File: src/rtl/net_bus_rx_port.sv
// net_bus_rx_port: NetBus broadcast-leg receiver. Accepts packets addressed to
// NODE_ID, tracks packet framing with a two-state FSM, and buffers accepted
// flits in a first-word-fall-through FIFO toward the local consumer.
// Optional feature macro: NETBUS_RX_BCAST_EN (DEST 6'h3F accepted as broadcast).
module net_bus_rx_port #(
  parameter  int unsigned DATA_WIDTH = 4,
  parameter  int unsigned DEPTH      = 16,
  localparam int unsigned W          = DATA_WIDTH * 9 + 14
) (
  input  logic         CLK,
  input  logic         RSTN,
  input  logic [5:0]   NODE_ID,
  input  logic [W-1:0] WDATA,
  input  logic         WVALID,
  output logic         WREADY,
  output logic [W-1:0] ODATA,
  output logic         OVALID,
  input  logic         OREADY,
  output logic         ERR
);

  localparam int unsigned AW = $clog2(DEPTH);
  localparam int unsigned PW = AW + 1;

  typedef enum logic [0:0] {
    IDLE = 1'b0,
    RECV = 1'b1
  } state_t;

  state_t         r_state;
  state_t         w_state_nxt;
  logic           w_wready;
  logic           w_err_set;
  logic           r_err;
  logic [W-1:0]   r_mem [DEPTH];
  logic [PW-1:0]  r_wr_ptr;
  logic [PW-1:0]  r_rd_ptr;
  logic           w_full;
  logic           w_empty;
  logic           w_push;
  logic           w_pop;
  logic           w_sop;
  logic           w_eop;
  logic [5:0]     w_dest;
  logic           w_match;

  // Header field extraction from the bus flit.
  assign w_sop  = WDATA[W-1];
  assign w_eop  = WDATA[W-2];
  assign w_dest = WDATA[W-3:W-8];

`ifdef NETBUS_RX_BCAST_EN
  assign w_match = (w_dest == NODE_ID) || (w_dest == 6'h3F);
`else
  assign w_match = (w_dest == NODE_ID);
`endif

  // FIFO status: full when pointers differ only in the wrap bit.
  assign w_full  = (r_wr_ptr[AW] != r_rd_ptr[AW]) &&
                   (r_wr_ptr[AW-1:0] == r_rd_ptr[AW-1:0]);
  assign w_empty = (r_wr_ptr == r_rd_ptr);

  assign w_push = w_wready;
  assign w_pop  = RSTN && !w_empty && OREADY;

  assign WREADY = w_wready;
  assign OVALID = !w_empty;
  assign ODATA  = r_mem[r_rd_ptr[AW-1:0]];
  assign ERR    = r_err;

  // FSM state register.
  always_ff @(posedge CLK) begin
    if (!RSTN) begin
      r_state <= IDLE;
    end else begin
      r_state <= w_state_nxt;
    end
  end

  // Next-state, combinational ready and framing-error detect.
  always_comb begin
    w_state_nxt = r_state;
    w_wready    = 1'b0;
    w_err_set   = 1'b0;
    case (r_state)
      IDLE: begin
        if (RSTN && WVALID && w_sop && w_match && !w_full) begin
          w_wready    = 1'b1;
          w_state_nxt = w_eop ? IDLE : RECV;
        end
      end
      RECV: begin
        if (RSTN && WVALID && !w_full) begin
          w_wready    = 1'b1;
          w_err_set   = w_sop;
          w_state_nxt = w_eop ? IDLE : RECV;
        end
      end
      default: begin
        w_state_nxt = IDLE;
      end
    endcase
  end

  // One-cycle error pulse following a SOP accepted mid-packet.
  always_ff @(posedge CLK) begin
    if (!RSTN) begin
      r_err <= 1'b0;
    end else begin
      r_err <= w_err_set;
    end
  end

  // FIFO storage; contents are don't-care until OVALID, so no reset.
  always_ff @(posedge CLK) begin
    if (w_push) begin
      r_mem[r_wr_ptr[AW-1:0]] <= WDATA;
    end
  end

  // FIFO read/write pointers with wrap bit.
  always_ff @(posedge CLK) begin
    if (!RSTN) begin
      r_wr_ptr <= '0;
      r_rd_ptr <= '0;
    end else begin
      if (w_push) begin
        r_wr_ptr <= r_wr_ptr + PW'(1);
      end
      if (w_pop) begin
        r_rd_ptr <= r_rd_ptr + PW'(1);
      end
    end
  end

endmodule
File: config.mk
export PLATFORM = sky130hd
export DESIGN_NAME = net_bus_rx_port
export DESIGN_NICKNAME = d
export VERILOG_FILES = /design/src/rtl/net_bus_rx_port.sv
export SDC_FILE = /design/constraint.sdc
export NUM_CORES = 1
export LEC_CHECK = 0
export ABC_AREA = 1
export CORE_MARGIN = 1
export CORE_UTILIZATION = 65
export DETAILED_ROUTE_END_ITERATION = 6
export PLACE_DENSITY_LB_ADDON = 0.2
export SETUP_SLACK_MARGIN = 0.15
export SYNTH_ARGS = -nofsm -noshare
export SYNTH_HDL_FRONTEND = slang
export SYNTH_SLANG_ARGS = --single-unit
File: constraint.sdc
create_clock -name CLK -period 15.2 [get_ports CLK]
set_input_delay 3.04 -clock CLK [delete_from_list [all_inputs] [get_ports CLK]]
set_output_delay 3.04 -clock CLK [all_outputs]
set_load 0.01 [all_outputs]
==> summary.md <==
| Metric | Value |
|---|---|
| Worst setup path startpoint | WDATA[46] |
| Clk root buf | clkbuf_16 |
| Top cells by area, synth | edfxtp_1 (74%), nor2_1 (7.3%), o211ai_1 (4.6%), o21ai_0 (4.1%), o21ai_1 (2.7%) |
| Startpoint Class | input port |
| Clk pwr share | 41.1% |
| Data required, critical path | between 10 and 15 ns |
| Skew final | 0.01441 ns |
| Post-synthesis cell count | 2,483 |
| Placed insts | 3,121 |
| Max-slew headroom | 24.29% |
| Post-route cell area | approximately 0.036 mm2 |
| First-pass GRT wire length | 114,600 um |
| Register area | 0.02436 mm2 |
| Dpl cell area | 0.03380 mm2 |
| Crit path to | WREADY |
| Power, Total | approximately 4.4 mW |
| P_sw | ~0.87 mW |
| DPL Wire Length | 36,270 um |
| Final ANT Viol Nets | 0 |
| Worst-path clk slew | 0.06 ns |
| First DRT Iteration DRCs | roughly 3,100 |
| Synthesis-to-finish area growth | 11.78% |
| Area of the multi-input gates | 0.007137 mm2 |
| Hold Buf Count CTS | 0 |
| Area leader, netlist | edfxtp_1 |
| Pwr/cell area | 121.8 mW/mm2 |
| Leakage power | 11.40 nW |
| Share of cells above drive strength 1 | 6.016% |
| Max incr delay on CP | 0.90 ns |
| Setup Viol. Count Final | 0 |
| Total GRT Usage | a little under a third |
| VDD IR max | 0.08861 mV |
| Kind of end point of the critical path | output port |
| Worst slew pin tran | around 1.1 ns |
| Initial antenna violation count | 1 |
| Post-Route WL | 76,570 um |
| Count of non-filler cells in the finished layout | around 3,300 |
| Post-synth top area share | 74.29% |
| Initial core utilization | 65.92% |
| Max cap viols | 0 |
| Vias in the first global route | between 15,000 and 20,000 |
| Rows | 81 |
| Count leader, synth | edfxtp_1 |
| Asr flop ratio synth | 0% |
| Sequential power share | 56.2% |
| Worst r2r src | r_wr_ptr[2] |
| Cell Int Power | around 3.5 mW |
| Clk Latency, worst-skew pair | 0.61 ns |
| Number of I/O pins | 113 |
| CTS tree | yes |
| Switching Fraction | roughly a fifth |
| Synth Register Bits | 816 |
| CTS Buf Count | 77 |
| Period minus WS final | 8.525 ns |
| Max Root-Sink Buffers | 3 |
| R2r endpoint | r_mem[13][11] |
| Fmax achieved | ~0.12 GHz |
| Chip height | between 200 and 250 um |
| Top cells by count, synth | edfxtp_1 (800), nor2_1 (626), o21ai_0 (263) |
| Mean post-synth cell area | roughly 13 um2 |
| Worst path arrival time | 5.49 ns |
| Core ar. | 0.04905 mm2 |
| Worst-path maximum fanout | 18 |
| Synth Flop Type | edfxtp_1 |
| GP Congestion | 0.7710 |
| Hold Path Class | flop to flop |
| Setup repair bufs after CTS | 0 |
| RSZ-0062 raised after global routing | false |
| Cell area after synthesis | between 0.03 and 0.04 mm2 |
| Final-stage net count | about 2,600 |
| Failing checks | design-rule violations |
| Netlist cell types | 26 |
| Htree depth | 3 |
| Worst R2R Path Depth | 11 |
| CP Cell Sequence | clkdlybuf4s50_1 > inv_1 > nand2_1 > nand2_1 > nor2_1 > nand2_1 > o21bai_2 > nand2_4 > inv_2 > clkdlybuf4s50_1 |
| Sinks on Clock Net | 816 |
| Drc violations | 1 |
| Number of flops mapped to enable cells by yosys | 800 |
| Setup TNS | 0 ns |
| Chip width | roughly 230 um |
| Synth Warn # | 0 |
| First drt pass iteration count | 7 |
| WS Path Type | input port to output port |
| Crit path top cell by count | nand2_1 |
| Ant. Diodes | 0 |
| Routed wire per std cell | roughly 24 um |
| Syn Nets | roughly 2,500 |
| Fillcell total | between 3,000 and 4,000 |
| Status | finished with violations |
| Period utilization | 56.09% |
| Drt via density | about 6.4 |
| Post-synthesis sequential area ratio | 75.29% |
| GRT overflow | 0 |
| Die Area | between 0.05 and 0.06 mm2 |
| Vias | approximately 21,000 |
| Pins Over Slew Limit | 0 |
| Largest net degree at the start of global routing | 235 |
| Reg-to-reg slack, setup | 11.64 ns |
| IO buf count | 112 |
| Combinational Power Share | 2.8% |
| Final Hold Fails | 0 |
| Slowest-stage cell, CP | clkdlybuf4s50_1 |
| PostCTS Resize Cnt | 0 |
==> how the worst min path moves through the flow <==
stage | start | cells after the start | to | slack, ns
detailed placement | r_rd_ptr[4] | 2 | r_rd_ptr[4] | 0.51
global placement | r_rd_ptr[4] | 2 | r_rd_ptr[4] | 0.50
floorplan | r_state | 2 | ERR | 0.43
global route | r_state | 2 | ERR | 0.53
CTS | r_rd_ptr[4] | 2 | r_rd_ptr[4] | 0.52
finish | r_rd_ptr[4] | 2 | r_rd_ptr[4] | 0.52
==> layer usage <==
metal	routed length, um	up-vias	track usage (%)
met2	36450	1173	47.82
met4	2240	2	11.48
met3	7641	174	4.772
met1	30230	10230	43.78
met5	13	-	0
li1	-	9194	-
==> critical path, delay by kind of cell <==
family | cells | cell delay (ns)
and+or+nand+nor | 5 | 0.46
AOI/OAI and AO/OA | 1 | 0.30
buffers and inverters | 4 | 1.68
==> flip-flops by register name, summed over array words and instances, names as in the netlist, named ones only <==
signal and flops:
r_state 1, r_rd_ptr 5, r_mem 800, r_wr_ptr 5
ERR 1
==> final cells by class <==
| class | instances | area share (%) |
|---|---|---|
| Multi-Input combinational cell | 1469 | 19.75 |
| Tap cell | 664 | 2.299 |
| Sequential cell | 816 | 67.38 |
| Clock buffer | 102 | 5.826 |
| Inverter | 31 | 0.3566 |
| Timing Repair Buffer | 141 | 3.739 |
| Clock inverter | 34 | 0.6508 |
==> per-stage QoR <==
step           util, %  setup slack, ns  hold WS (ns)
6_report         73.69            6.675        0.5188
5_1_grt          73.69            6.502        0.5283
4_1_cts          73.69            6.715        0.5191
3_5_place_dp     68.91            6.696        0.5105
3_3_place_gp     68.91            6.802        0.4970
2_1_floorplan        -            7.581        0.4293
==> power by group through the flow <==
stage	Combinational (mW)	Sequential (mW)	Clock [mW]
3_5_place_dp	0.120	2.52	0
5_1_grt	0.134	2.47	1.90
3_3_place_gp	0.115	2.52	0
6_report	0.122	2.47	1.81
4_1_cts	0.121	2.47	1.82
2_1_floorplan	0.0601	2.52	0
==> cells in the final DEF, fill, tap and decap left out <==
cell type / instances
dfxtp_2: 1
o211ai_1: 200
ha_1: 5
clkinv_1: 17
nor3_2: 3
o21bai_2: 1
a21oi_1: 7
nand3_1: 78
bufinv_16: 3
clkdlybuf4s50_1: 112
clkinv_8: 1
nor2_4: 13
clkinvlp_4: 3
clkbuf_16: 81
o21ai_1: 176
nor2_1: 613
xor2_1: 4
a21boi_1: 1
dfxtp_1: 12
clkinv_4: 1
inv_1: 24
xnor2_1: 2
o21ai_0: 263
clkinv_2: 10
buf_12: 1
buf_4: 28
clkbuf_1: 21
inv_2: 6
nand2_4: 1
nand3b_1: 2
nand2_1: 100
edfxtp_1: 800
dfxtp_4: 3
==> kinds of logic after synthesis <==
kind of cell             share of synthesized area [%]
XOR/XNOR                                        0.1625
flip-flops                                       75.29
AO/OA/AOI/OAI                                    11.60
buffers and inverters                            2.991
AND/OR/NAND/NOR                                  9.763
adder cells (fa/ha/maj)                         0.1935
No activity file was read; power rests on OpenSTA's default activity.
